===== src/rtl/vga_bounce_renderer.sv =====
// vga_bounce_renderer: bouncing square ball over a checkerboard, 1-cycle registered RGB.
// Define VGA_BORDER_EN to add a 4-pixel red frame around the visible area.
module vga_bounce_renderer #(
  parameter int BALL_SIZE = 16,
  parameter int STEP = 2,
  parameter int INIT_X = 100,
  parameter int INIT_Y = 60
) (
  input  logic       clk,
  input  logic       rst_n,
  input  logic [9:0] CounterX,
  input  logic [8:0] CounterY,
  input  logic       inDisplayArea,
  input  logic       pause,
  output logic       vga_R,
  output logic       vga_G,
  output logic       vga_B,
  output logic [7:0] bounce_count,
  output logic       paused
);
  typedef enum logic {RUN, PAUSED} state_t;
  localparam logic [10:0] BS = 11'(BALL_SIZE);
  localparam logic [10:0] ST = 11'(STEP);
  state_t state_q;
  logic [9:0] ball_x_q, ball_x_d;
  logic [8:0] ball_y_q, ball_y_d;
  logic dir_x_q, dir_y_q, dir_x_d, dir_y_d;
  logic hit_x, hit_y, frame_tick, in_ball, border;
  logic [10:0] x_w, y_w, cx_w, cy_w;
  logic [2:0] rgb_d;
  assign x_w = {1'b0, ball_x_q};
  assign y_w = {2'b0, ball_y_q};
  assign cx_w = {1'b0, CounterX};
  assign cy_w = {2'b0, CounterY};
  assign frame_tick = (CounterX == 10'd767) && (CounterY == 9'd479);
  // dir 1 = left/up; bounces clamp to the wall instead of overshooting
  always_comb begin
    hit_x = dir_x_q ? (x_w <= ST) : (x_w + BS + ST >= 11'd640);
    hit_y = dir_y_q ? (y_w <= ST) : (y_w + BS + ST >= 11'd480);
    ball_x_d = 10'(hit_x ? (dir_x_q ? 11'd0 : 11'd640 - BS) : (dir_x_q ? x_w - ST : x_w + ST));
    ball_y_d = 9'(hit_y ? (dir_y_q ? 11'd0 : 11'd480 - BS) : (dir_y_q ? y_w - ST : y_w + ST));
    dir_x_d = dir_x_q ^ hit_x;
    dir_y_d = dir_y_q ^ hit_y;
    in_ball = (cx_w >= x_w) && (cx_w < x_w + BS) && (cy_w >= y_w) && (cy_w < y_w + BS);
    rgb_d = !inDisplayArea ? 3'b000 : in_ball ? 3'b111 : border ? 3'b100 : {2'b00, CounterX[5] ^ CounterY[5]};
  end
`ifdef VGA_BORDER_EN
  assign border = (CounterX < 10'd4) || (CounterX > 10'd635) || (CounterY < 9'd4) || (CounterY > 9'd475);
`else
  assign border = 1'b0;
`endif
  always_ff @(posedge clk) begin
    if (!rst_n) begin
      {vga_R, vga_G, vga_B} <= 3'b000;
      bounce_count <= 8'd0;
      paused <= 1'b0;
      state_q <= RUN;
      ball_x_q <= 10'(INIT_X);
      ball_y_q <= 9'(INIT_Y);
      dir_x_q <= 1'b0;
      dir_y_q <= 1'b0;
    end else begin
      {vga_R, vga_G, vga_B} <= rgb_d;
      if (frame_tick) begin
        if (state_q == RUN && !pause) begin
          ball_x_q <= ball_x_d;
          ball_y_q <= ball_y_d;
          dir_x_q <= dir_x_d;
          dir_y_q <= dir_y_d;
          if (hit_x || hit_y) bounce_count <= bounce_count + 8'd1;
        end
        state_q <= pause ? PAUSED : RUN;
        paused <= pause;
      end
    end
  end
endmodule


===== config.mk =====
export PLATFORM = sky130hd
export DESIGN_NAME = vga_bounce_renderer
export DESIGN_NICKNAME = d
export VERILOG_FILES = /design/src/rtl/vga_bounce_renderer.sv
export SDC_FILE = /design/constraint.sdc
export NUM_CORES = 1
export LEC_CHECK = 0
export BUFFER_PORTS_ARGS = -buffer_cell sky130_fd_sc_hd__buf_4
export CAP_MARGIN = 20
export CORE_AREA = 3 3 67 82
export DETAILED_ROUTE_END_ITERATION = 7
export DIE_AREA = 0 0 70 85
export PLACE_DENSITY = 0.87
export RECOVER_POWER = 25
export SLEW_MARGIN = 20
export SYNTH_ARGS = -nofsm -noshare
export SYNTH_HDL_FRONTEND = slang
export SYNTH_SLANG_ARGS = --single-unit

===== constraint.sdc =====
create_clock -name clk -period 7 [get_ports clk]
set_input_delay 1.05 -clock clk [delete_from_list [all_inputs] [get_ports clk]]
set_output_delay 1.05 -clock clk [all_outputs]
set_load 0.03 [all_outputs]

## Yosys cells after proc, flatten, opt, wreduce, memory -nomap -nowiden

Index checks and enable logic that the tools add are counted.
W data, S select, Z words.

| word-level totals | value |
|---|---|
| register bits | 34 |
| output and inout port bits | 12 |

| cells by class | value |
|---|---|
| reduce and logical (&&, ||, !) cells | 10 |
| bitwise gates (word level) | 4 |
| add/subtract/negate cells | 9 |
| eq/ne operators | 2 |
| magnitude comparators | 8 |
| muxes and demuxes | 10 |

Operator list:

| kind | number |
|---|---|
| $mux W10 | 3 |
| $mux W9 | 3 |
| $add A11 B2 Y11 const B | 2 |
| $add A10 B5 Y11 const B | 1 |
| $ge A11 B10 Y1 const B | 1 |
| $ge A11 B9 Y1 const B | 1 |
| $lt A10 B11 Y1 | 1 |
| $add A10 B2 Y10 const B | 1 |
| $add A9 B5 Y10 const B | 1 |
| $eq A10 B10 Y1 const B | 1 |
| $ge A10 B10 Y1 | 1 |
| $le A10 B2 Y1 const B | 1 |
| $lt A9 B10 Y1 | 1 |
| $sub A10 B2 Y10 const B | 1 |
| $add A9 B2 Y9 const B | 1 |
| $eq A9 B9 Y1 const B | 1 |
| $ge A9 B9 Y1 | 1 |
| $le A9 B2 Y1 const B | 1 |
| $sub A9 B2 Y9 const B | 1 |
| $add A8 B1 Y8 const B | 1 |
| $logic_and A1 B1 Y1 | 5 |
| $reduce_and A2 Y1 | 2 |
| $mux W1 | 3 |
| $mux W3 | 1 |
| 5 further kinds | 7 |

## Depth between registers and ports, before layout

Gate-level depths: netlist of the first run.

| depth | value |
|---|---|
| depth after elaboration | 6 |
| depth in mapped cells | 11 |

## Worst setup path before layout of the first run

Ideal clock, no wire load.

| path | value |
|---|---|
| path kind | input -> register |
| start point | in CounterX[1] |
| end point | reg vga_B |
| data required time | 6.884 ns |
| arrival time | 2.541 ns |
| setup slack | 4.342 ns |
| buffers on the path | 0 |
| stages | 8 |
| library setup time | 0.116 ns |
| cell sequence | ha_1 > o21a_1 > o21a_1 > o21ai_0 > a211oi_1 > a2111oi_0 > nor4_1 > a31o_2 |

| on the way | value |
|---|---|
| longest elaborated chain between the ends | 5 |
| elaborated cells between the ends (all ways) | 6 |

RTL lines:

| what | RTL line | text |
|---|---|---|
| start: declaration | 11 | `input logic [9:0] CounterX,` |
| $lt A10 B11 Y1 / $ge A10 B10 Y1 (equally long branches) | 44 | `in_ball = (cx_w >= x_w) && (cx_w < x_w + BS) && (cy_w >= y_w) && (cy_w < y_w + BS);` |
| $logic_and A1 B1 Y1 * (3 in a row) | 44 |  |
| $mux W3 * | 45 | `rgb_d = !inDisplayArea ? 3'b000 : in_ball ? 3'b111 : border ? 3'b100 : {2'b00, CounterX[5] ^ CounterY[5]};` |
| end signal: assignment | 63 | `{vga_R, vga_G, vga_B} <= rgb_d;` |
| end: declaration | 17 | `output logic vga_B,` |

Mark *: on every way between the ends. The rest lies on a longest branch, timed or not.
A chain may end at the register's enable or synchronous reset.

## Worst setup path after layout of the first run

| path | value |
|---|---|
| start point | reg ball_x_q[4] |
| end point | reg bounce_count[2] |

| on the way | value |
|---|---|
| longest elaborated chain between the ends | 6 |
| elaborated cells between the ends (all ways) | 7 |

RTL lines:

| what | RTL line | text |
|---|---|---|
| start: declaration | 25 | `logic [9:0] ball_x_q, ball_x_d;` |
| start signal: assignment | 58 | `ball_x_q <= 10'(INIT_X);` |
| start signal: assignment | 66 | `ball_x_q <= ball_x_d;` |
| $add A10 B5 Y11 | 38 | `hit_x = dir_x_q ? (x_w <= ST) : (x_w + BS + ST >= 11'd640);` |
| $add A11 B2 Y11 | 38 |  |
| $ge A11 B10 Y1 | 38 |  |
| $mux W1 * | 38 |  |
| $logic_or A1 B1 Y1 * | 70 | `if (hit_x \|\| hit_y) bounce_count <= bounce_count + 8'd1;` |
| $reduce_and A3 Y1 (no source line) * | - |  |
| end signal: assignment | 70 |  |
| end: declaration | 18 | `output logic [7:0] bounce_count,` |

Marks and branches as above.

==> results of run 1 <==
logic make-up (layout without fill, tap and decap cells):
logic type	Yosys count	count (layout)	synth area share, %
and+or+nand+nor	112	112	21.4
AOI/OAI and AO/OA	109	109	26.8
buffers and inverters	46	72	6.78
adders and majority gates	41	41	18.0
DFF	30	30	21.1
xor gates and xnor gates	12	12	3.70
muxes	6	6	2.16
sequential cells by signal, summed over array words and instances (netlist names):
signal        cells
dir_y_q           1
vga_R             1
ball_y_q          8
ball_x_q          9
paused            1
vga_B             1
dir_x_q           1
bounce_count      8
power groups by stage:
stage	logic [mW]	registers (mW)	clock network, mW
floorplan	0.0173	0.176	0
global placement	0.0361	0.175	0
detailed placement	0.0375	0.175	0
CTS	0.0380	0.171	0.155
global route	0.0419	0.171	0.164
finish	0.0375	0.171	0.154
metal layers:
| metal | wire length (µm) | GRT usage, % | vias up |
|---|---|---|---|
| li1 | - | - | 1365 |
| met1 | 2990 | 30.1 | 1319 |
| met2 | 3810 | 46.2 | 98 |
| met3 | 373 | 4.62 | 28 |
| met4 | 224 | 11.1 | 0 |
| met5 | 0 | 0 | - |
path summary, 6_finish.rpt:
kind / start / endpoint / slack (ps) / cells after the start
setup / recovery: ball_x_q[4] / bounce_count[2] / 3870 / 9
hold / removal: bounce_count[7] / bounce_count[7] / 480 / 2
setup reg to reg: ball_x_q[4] / bounce_count[2] / 3870 / 9
hold reg to reg: bounce_count[7] / bounce_count[7] / 480 / 2
layout make-up:
cell class | count | area (µm²)
Timing Repair Buffer | 34 | 218
Sequential cell | 30 | 601
Multi-Input combinational cell | 280 | 2050
Tap cell | 60 | 75.1
Fill cell | 434 | 1680
Clock buffer | 6 | 82.6
Inverter | 30 | 113
Clock inverter | 2 | 12.5
cells in the final DEF, fill, tap and decap left out, types with 5 or more instances in the layout:
cell | synthesis | layout
sky130_fd_sc_hd__dfxtp_1 | 30 | 30
sky130_fd_sc_hd__and3_1 | 9 | 9
sky130_fd_sc_hd__nor3_1 | 9 | 9
sky130_fd_sc_hd__nand3_1 | 12 | 12
sky130_fd_sc_hd__inv_1 | 30 | 30
sky130_fd_sc_hd__xnor2_1 | 10 | 10
sky130_fd_sc_hd__mux2i_1 | 5 | 5
sky130_fd_sc_hd__ha_1 | 41 | 41
sky130_fd_sc_hd__a21oi_1 | 23 | 23
sky130_fd_sc_hd__clkbuf_1 | 12 | 10
sky130_fd_sc_hd__nor4_1 | 5 | 5
sky130_fd_sc_hd__nand2_1 | 17 | 17
sky130_fd_sc_hd__buf_4 | 1 | 24
sky130_fd_sc_hd__nand4_1 | 5 | 5
sky130_fd_sc_hd__clkbuf_8 | 0 | 6
sky130_fd_sc_hd__o21ai_0 | 22 | 22
sky130_fd_sc_hd__o21a_1 | 11 | 11
sky130_fd_sc_hd__a21o_1 | 5 | 5
sky130_fd_sc_hd__nor2_1 | 30 | 30
per-stage QoR:
step                power [mW]  worst slack (ps)  cell area, µm²  hold WS [ps]
CTS                      0.364              3890            3190           488
global route             0.377              3710            3150           510
finish                   0.363              3870            3150           480
detailed placement       0.213              3790            3090           476
floorplan                0.193              4340            2840           492
global placement         0.211              3860            3090           454
critical path, stage by stage, from the launching register on:
cell	delay [ps]
sky130_fd_sc_hd__dfxtp_1	540
sky130_fd_sc_hd__inv_1	230
sky130_fd_sc_hd__ha_1	370
sky130_fd_sc_hd__and4b_1	210
sky130_fd_sc_hd__and3_1	170
sky130_fd_sc_hd__or4b_4	470
sky130_fd_sc_hd__a211o_1	340
sky130_fd_sc_hd__a31oi_4	370
sky130_fd_sc_hd__a21boi_1	130
sky130_fd_sc_hd__o21a_1	190
==> run metrics, run 1 <==
setup repair after global routing missed its margin no; detail-routed via count per cell 6.36; final estimated routing congestion in global placement between 1 and 1.5; Cell Int Power 0.268 mW; Detailed Place HPWL 5710 µm; peak supply drop 117 µV; fin nets 445; predominant post-synthesis flop cell sky130_fd_sc_hd__dfxtp_1; sequential element share of the synthesized area 21.1%; number of antenna violations at the first check in global routing 0; CTS Buf Count 5; max frequency between 300 and 400 MHz; number of sinks driven by the clock tree 30; CTS Buffer Depth 2; H-Tree Depth 2; # port buffers 34; transition time of the tightest slew-check pin 1060 ps; share of total power in sequential cells 47.2%; cell taking the most area after synthesis sky130_fd_sc_hd__dfxtp_1; total vias in the final route roughly 2,800; initial core utilization 58.8%; number of failing setup endpoints in the final timing report 0; Placed Cells incl. Taps 434; Leakage Power 1.32 nW; number of synthesized flops with an enable pin 0; core area 0.00483 mm²; Switch Pwr 0.0948 mW; largest net degree at the start of global routing 22; number of cells upsized or downsized after cts 0; Die Y-Extent 85 µm; post-route minimum period 3130 ps; final cycle utilization of the critical path 44.7%; hold-fix buffers at CTS 0; total wire length after detailed routing 7400 µm; fraction of power consumed by the clock network 42.5%; first-iteration detailed-routing DRC count roughly 220; endpoint type of the worst setup path flip-flop; antenna viol nets, final 0; top-count cell post-synth sky130_fd_sc_hd__ha_1; All-Layer GR Usage 25.9%; global route total overflow 0; slew margin rel. 28.7%; Post-Synthesis Net Count 420; data arrival time of the worst path 3320 ps; Clock Latency Late Sink 290 ps; wire length of the first global-routing pass 12,500 µm; DRC violation count after routing 0; cell types with the largest area share after synthesis sky130_fd_sc_hd__dfxtp_1 21%, sky130_fd_sc_hd__ha_1 18%, sky130_fd_sc_hd__a21oi_1 4.0%, sky130_fd_sc_hd__inv_1 4.0%, sky130_fd_sc_hd__nor2_1 4.0%; synthesized cell area 0.00284 mm²; number of standard cells after synthesis 356; required time worst endpoint 7190 ps; Die ar. between 0.005 and 0.006 mm²; area share of the largest cell type after synthesis between 20% and 30%; count of buffers added by post-CTS timing repair for setup 0; FFs w/ async S/R, synth 0%; Mapped Avg Cell Area 7.99 µm²; worst min path class reg -> reg; final standard cell utilization of the core 65.2%; number of global-route vias before repair 2,691; Post-Route Setup TNS 0 ps; buffer type at the clock tree root sky130_fd_sc_hd__clkbuf_8; setup clock skew after layout 6.01 ps; non-filler cells, final ~440; status complete, no violations; number of detailed-route iterations in the first pass 5; Synth Warn # 0; Pwr per Cell Area 115 mW/mm²; fraction of layout cells with a size suffix above 1 roughly 11%; portion of total power attributed to combinational logic 10.3%; distinct cell type count after synthesis between 60 and 70; most used standard cells in the synthesized netlist 41 x sky130_fd_sc_hd__ha_1, 30 x sky130_fd_sc_hd__dfxtp_1, 30 x sky130_fd_sc_hd__inv_1, 30 x sky130_fd_sc_hd__nor2_1, 23 x sky130_fd_sc_hd__a21oi_1; startpoint type of the worst setup path flip-flop; Net Sw Frac 26.1%; Antenna diodes 0; final count of pins violating max slew 0; CTS tree built; standard-cell row count 28; clock slew seen by the registers of the worst setup and hold paths 70 ps; number of hold violations in the final report 0; maximum net fanout on the critical path 13; Die X-Extent 70 µm; synthesis-to-finish area growth 10.8%; critical path class reg -> reg; Max Cap Viol 0; post-synthesis register bit count 30; IO Pins 35; Routed wire per std cell 16.7 µm
(Power assumes the default switching activity.)
==> run 2, diff against run 1 <==
Settings changed: CORE_AREA 3 3 67 82 to 3 3 71 87, DIE_AREA 0 0 70 85 to 0 0 74 90, PLACE_DENSITY 0.87 to 0.82.
Clock period 7 ns to 2.56 ns, I/O delays scaled along.
==> run 2 against run 1 <==
Register-to-register slack got worse by 3900 ps; utilization fell by 0.59 points; clock-buffer cell count did not move; largest cell class unchanged; the flow now finishes with violations (negative setup slack).
==> run metrics, run 2 (synthesis gave the netlist of run 1 again) <==
first-iteration detailed-routing DRC count 245 (+9.4%); transition time of the tightest slew-check pin 514 ps (-547 ps); Clock Latency Late Sink 290 ps (about the same); Pwr per Cell Area 287 mW/mm² (+150%); slew margin rel. 65.4% (+37 points); # port buffers 34 (unchanged); post-route minimum period 2560 ps (-565 ps); slack of the critical path -4.94 ps (-3870 ps); Regs by FF count ball_x_q x9, ball_y_q x8, bounce_count x8; detail-routed via count per cell 6.27 (-1.4%); maximum net fanout on the critical path 13 (unchanged); buffer type at the clock tree root sky130_fd_sc_hd__clkbuf_8; Switch Pwr 0.255 mW (+170%); biggest cell delay along the critical path 430 ps (-110 ps); setup repair after global routing missed its margin yes; Net Sw Frac 25.8% (-0.28 points); IO Pins 35 (unchanged); Die X-Extent 74 µm (+5.7%); number of cells upsized or downsized after cts 0 (unchanged); global route total overflow 0 (unchanged); total wire length after detailed routing 8210 µm (+11%); most frequent standard cell in the layout excluding fill and tap cells sky130_fd_sc_hd__buf_4; number of global-route vias before repair 3,009 (+12%); Most flops, register ball_x_q; hold path depth 2 (unchanged); failing checks negative setup slack; final count of pins violating max slew 0 (unchanged); final cycle utilization of the critical path 100% (+55 points); Leakage Power 1.51 nW (+14%); fraction of layout cells with a size suffix above 1 19.8% (+8.6 points); commonest cells after routing, fill and taps aside 57 x sky130_fd_sc_hd__buf_4, 41 x sky130_fd_sc_hd__ha_1, 30 x sky130_fd_sc_hd__inv_1, 30 x sky130_fd_sc_hd__nor2_1, 28 x sky130_fd_sc_hd__dfxtp_1; Die Y-Extent 90 µm (+5.9%); Detailed Place HPWL 6420 µm (+12%); number of sinks driven by the clock tree 30 (unchanged); number of antenna violations at the first check in global routing 0 (unchanged); Routed wire per std cell 17.2 µm (+3.0%); count of buffers added by post-CTS timing repair for setup 0 (unchanged); number of detailed-route iterations in the first pass 8 (+3); status complete, but fails checks; Cell Int Power 0.733 mW (+170%); FF-to-FF setup slack -5 ps (-3870 ps); standard-cell row count 29 (+3.6%); endpoint type of the worst setup path flip-flop; CP max stage cell sky130_fd_sc_hd__a2111oi_4; portion of total power attributed to combinational logic 10.3% (about the same); critical path class reg -> reg; initial core utilization 53.3% (-5.5 points); share of total power in sequential cells 47.4% (+0.2 points); max frequency 390 MHz (+22%); depth of the most critical reg-to-reg path 10 (+1); startpoint type of the worst setup path flip-flop; peak supply drop 279 µV (+140%); PnR Total Power 0.988 mW (+170%); number of flip-flops under the largest register name 9 (unchanged); DRC violation count after routing 0 (unchanged); synthesis-to-finish area growth 21.2%; worst min path class in -> reg; CTS Buffer Depth 2 (unchanged); All-Layer GR Usage 25.3% (-0.61 points); data arrival time of the worst path 2730 ps (-590 ps); setup clock skew after layout 7.31 ps (+1.31 ps); number of hold violations in the final report 0 (unchanged); total vias in the final route 2,985 (+6.2%); ordered cell list for the critical path inv_1, ha_1, and3b_1, o21a_1, a2111oi_4, a311oi_2, a31oi_4, buf_12, mux2i_1, nor2_1; wire length of the first global-routing pass 13,500 µm (+7.7%); number of failing setup endpoints in the final timing report 1 (+1); Post-Route Setup TNS -4.94 ps (-4.94 ps); CTS Buf Count 5 (unchanged); clock slew seen by the registers of the worst setup and hold paths 70 ps (about the same); H-Tree Depth 2 (unchanged); required time worst endpoint 2720 ps (-4470 ps); core area 0.00533 mm² (+10%); Antenna diodes 0 (unchanged); CTS tree built; Die ar. 0.00666 mm² (+12%); hold-fix buffers at CTS 0 (unchanged); Max Cap Viol 0 (unchanged); fin nets 477 (+7.2%); fraction of power consumed by the clock network 42.4% (about the same); antenna viol nets, final 0 (unchanged); largest net degree at the start of global routing 16 (-27%); final estimated routing congestion in global placement 0.997 (-1.2%)
## run 2: cell count changes in the layout (fill, tap and decap cells not counted), moves of 2 or more
cell / delta
sky130_fd_sc_hd__buf_4: +33
sky130_fd_sc_hd__clkbuf_1: -2
sky130_fd_sc_hd__dfxtp_1: -2
sky130_fd_sc_hd__dfxtp_2: +2
## run 2: per-stage QoR
step | util [%] | setup slack, ps | hold WS (ps) | area [µm²] | instances
after detailed placement | 62.8 | 15.2 | 469 | 3350 | 468
after global placement | 62.8 | 35.2 | 456 | 3350 | 468
final | 64.6 | -4.94 | 334 | 3440 | 476
after CTS | 64.6 | -9.40 | 332 | 3450 | 476
after global routing | 64.6 | -131 | 345 | 3440 | 476
after floorplan | - | 17.4 | 492 | 2850 | 356
## run 2: path summary, 6_finish.rpt
check,from,to
worst min register to register,bounce_count[7],bounce_count[7]
worst max-delay path,ball_y_q[4],bounce_count[1]
worst min-delay path,inDisplayArea,vga_B
worst max register to register,ball_y_q[4],bounce_count[1]
## run 2: power by group through the flow
stage | Clock (mW) | Sequential (mW) | Combinational (mW)
2_1_floorplan | 0 | 0.481 | 0.0473
3_3_place_gp | 0 | 0.479 | 0.0983
3_5_place_dp | 0 | 0.479 | 0.102
4_1_cts | 0.422 | 0.468 | 0.103
5_1_grt | 0.445 | 0.468 | 0.114
6_report | 0.419 | 0.468 | 0.101
## run 2: final cells by class
| type | instances | area (µm²) |
|---|---|---|
| inverter | 30 | 113 |
| tap | 62 | 77.6 |
| clock inverter | 2 | 12.5 |
| multi-input combinational | 280 | 2080 |
| sequential | 30 | 603 |
| fill | 470 | 1890 |
| clock buffer | 6 | 82.6 |
| timing repair buffer | 66 | 478 |
## run 2: layer usage
layer	vias up	wire [µm]	share of wire, %	track usage (%)
met3	24	449	5.5	3.24
met1	1409	3180	39	29.0
met5	-	0	0	0
met4	0	218	2.7	10.1
met2	120	4370	53	45.4
li1	1432	-	-	-
## run 2: worst max-delay path, delay by kind of cell (launching register included)
kind / cells / cell delay, ps
adders and majority gates: 1 / 330
AOI/OAI and AO/OA: 4 / 1050
DFF: 1 / 390
muxes: 1 / 180
and+or+nand+nor: 2 / 240
buffers and inverters: 2 / 240
==> run 3, diff against run 2 <==
Settings changed: CAP_MARGIN 20 to 10.
Clock period 2.56 ns to 2.3 ns, I/O delays scaled along.
==> run 3 against run 2 <==
The flow still finishes with violations (negative setup slack); combinational power up 18%; setup slack got worse by 230 ps; wire length shrank 1.2%; first-iteration DRC count down 29%; worst hold slack worse by 33 ps; non-clock buffer count rose by 14.
==> run metrics, run 3 (synthesis gave the netlist of run 1 again) <==
number of failing setup endpoints in the final timing report 14 (+13); detail-routed via count per cell 6.14 (-2.0%); buffer type at the clock tree root sky130_fd_sc_hd__clkbuf_8; start point of the critical path ball_x_q[4]; commonest cells after routing, fill and taps aside 75 x sky130_fd_sc_hd__buf_4, 39 x sky130_fd_sc_hd__ha_1, 30 x sky130_fd_sc_hd__nor2_1; Leakage Power 1.59 nW (+5.5%); endpoint type of the worst setup path flip-flop; synthesis-to-finish area growth 28.4%; most frequent standard cell in the layout excluding fill and tap cells sky130_fd_sc_hd__buf_4; standard-cell row count 29 (unchanged); clock slew seen by the registers of the worst setup and hold paths 60 ps (about the same); Fin Hold WS 301 ps (-33.0 ps); worst min path class in -> reg; initial core utilization 53.3% (unchanged); number of flip-flops under the largest register name 9 (unchanged); slack of the critical path -238 ps (-234 ps); status complete, but fails checks; depth of the most critical reg-to-reg path 10 (unchanged); stages on the worst setup path 10 (unchanged); peak supply drop 252 µV (-9.6%); H-Tree Depth 2 (unchanged); transition time of the tightest slew-check pin 542 ps (+27.6 ps); core area 0.00533 mm² (unchanged); Most flops, register ball_x_q; fin nets 491 (+2.9%); final estimated routing congestion in global placement 0.973 (-2.4%); CTS Buffer Depth 2 (unchanged); required time worst endpoint 2450 ps (-270 ps); Max Cap Viol 0 (unchanged); startpoint type of the worst setup path flip-flop; Regs by FF count ball_x_q x9, ball_y_q x8, bounce_count x8; total vias in the final route 3,004 (+0.64%); IO Pins 35 (unchanged); critical path class reg -> reg; global route total overflow 0 (unchanged); Die ar. 0.00666 mm² (unchanged); worst reg2reg path startpoint ball_x_q[4]; setup clock skew after layout 5.14 ps (-2.18 ps); number of hold violations in the final report 0 (unchanged); hold-fix buffers at CTS 0 (unchanged); CP max stage cell sky130_fd_sc_hd__or4b_4; maximum net fanout on the critical path 13 (unchanged); final count of pins violating max slew 0 (unchanged); Antenna diodes 0 (unchanged); first-iteration detailed-routing DRC count 175 (-29%); setup repair after global routing missed its margin yes; final cycle utilization of the critical path 110% (+10 points); DRC violation count after routing 0 (unchanged); All-Layer GR Usage 24.8% (-0.51 points); cell family contributing the most delay on the critical path simple AND/OR/NAND/NOR gates; Routed wire per std cell 16.6 µm (-3.8%); biggest cell delay along the critical path 460 ps (+30 ps); number of detailed-route iterations in the first pass 5 (-3); largest net degree at the start of global routing 16 (unchanged); antenna viol nets, final 0 (unchanged); CTS tree built; ordered cell list for the critical path inv_4, ha_4, and4b_1, and3_4, or4b_4, a211o_1, a31oi_4, buf_12, mux2i_1, nor2_1; number of sinks driven by the clock tree 30 (unchanged); max frequency 394 MHz (+1.0%); wire length of the first global-routing pass 13,100 µm (-2.8%); data arrival time of the worst path 2690 ps (-40 ps); FF-to-FF setup slack -240 ps (-230 ps); post-route minimum period 2540 ps (-26.5 ps); fraction of layout cells with a size suffix above 1 26.2% (+6.4 points); failing checks negative setup slack; Critical path buffers and inverters 2 (unchanged); number of global-route vias before repair 2,918 (-3.0%); # port buffers 34 (unchanged); CTS Buf Count 5 (unchanged); Detailed Place HPWL 6520 µm (+1.6%); worst reg2reg path endpoint bounce_count[1]; PnR Total Power 1.14 mW (+16%); worst slack, placed -246 ps (-261 ps); termination of the worst setup path bounce_count[1]; Die X-Extent 74 µm (unchanged); slew margin rel. 63.6% (-1.9 points); number of antenna violations at the first check in global routing 0 (unchanged); Clock Latency Late Sink 280 ps (about the same); Pwr per Cell Area 313 mW/mm² (+9.2%); Die Y-Extent 90 µm (unchanged); total wire length after detailed routing 8110 µm (-1.2%)
run 3: worst min path at each step:
stage / start / to / cells after the start
floorplan: pause / paused / 2
finish: inDisplayArea / vga_B / 2
detailed placement: bounce_count[7] / bounce_count[7] / 2
global placement: bounce_count[7] / bounce_count[7] / 2
global route: inDisplayArea / vga_B / 2
CTS: inDisplayArea / vga_B / 2
run 3: final cells by class:
cell class                      count  area, µm²
Timing Repair Buffer               80        598
Multi-Input combinational cell    280       2140
Tap cell                           62       77.6
Sequential cell                    30        611
Fill cell                         427       1680
Clock buffer                        7        108
Inverter                           30        118
run 3: metal layers:
metal	global-route usage [%]	routed length, µm	up-vias
met5	0	0	-
met4	11.2	230	0
met3	4.58	343	23
met2	44.1	4250	84
met1	27.4	3290	1429
li1	-	-	1468
run 3: power breakdown:
part	internal (mW)	switching [mW]
Combinational	0.0564	0.0631
Clock	0.302	0.202
Sequential	0.518	0.000323
run 3: what timing repair did:
action,CTS,global route
pin swaps,4,7
gates resized for setup,9,6
setup endpoints to repair,19,28
setup buffers,1,0
hold endpoints to repair,0,0
run 3: metrics by stage:
step                instance area (µm²)  std cells  TNS (ps)  util (%)
finish                             3650        489     -1890      68.4
global route                       3650        489     -4410      68.4
CTS                                3640        489     -1720      68.2
detailed placement                 3490        481     -2260      65.5
global placement                   3490        481     -1810      65.5
floorplan                          2900        356     -1250         -
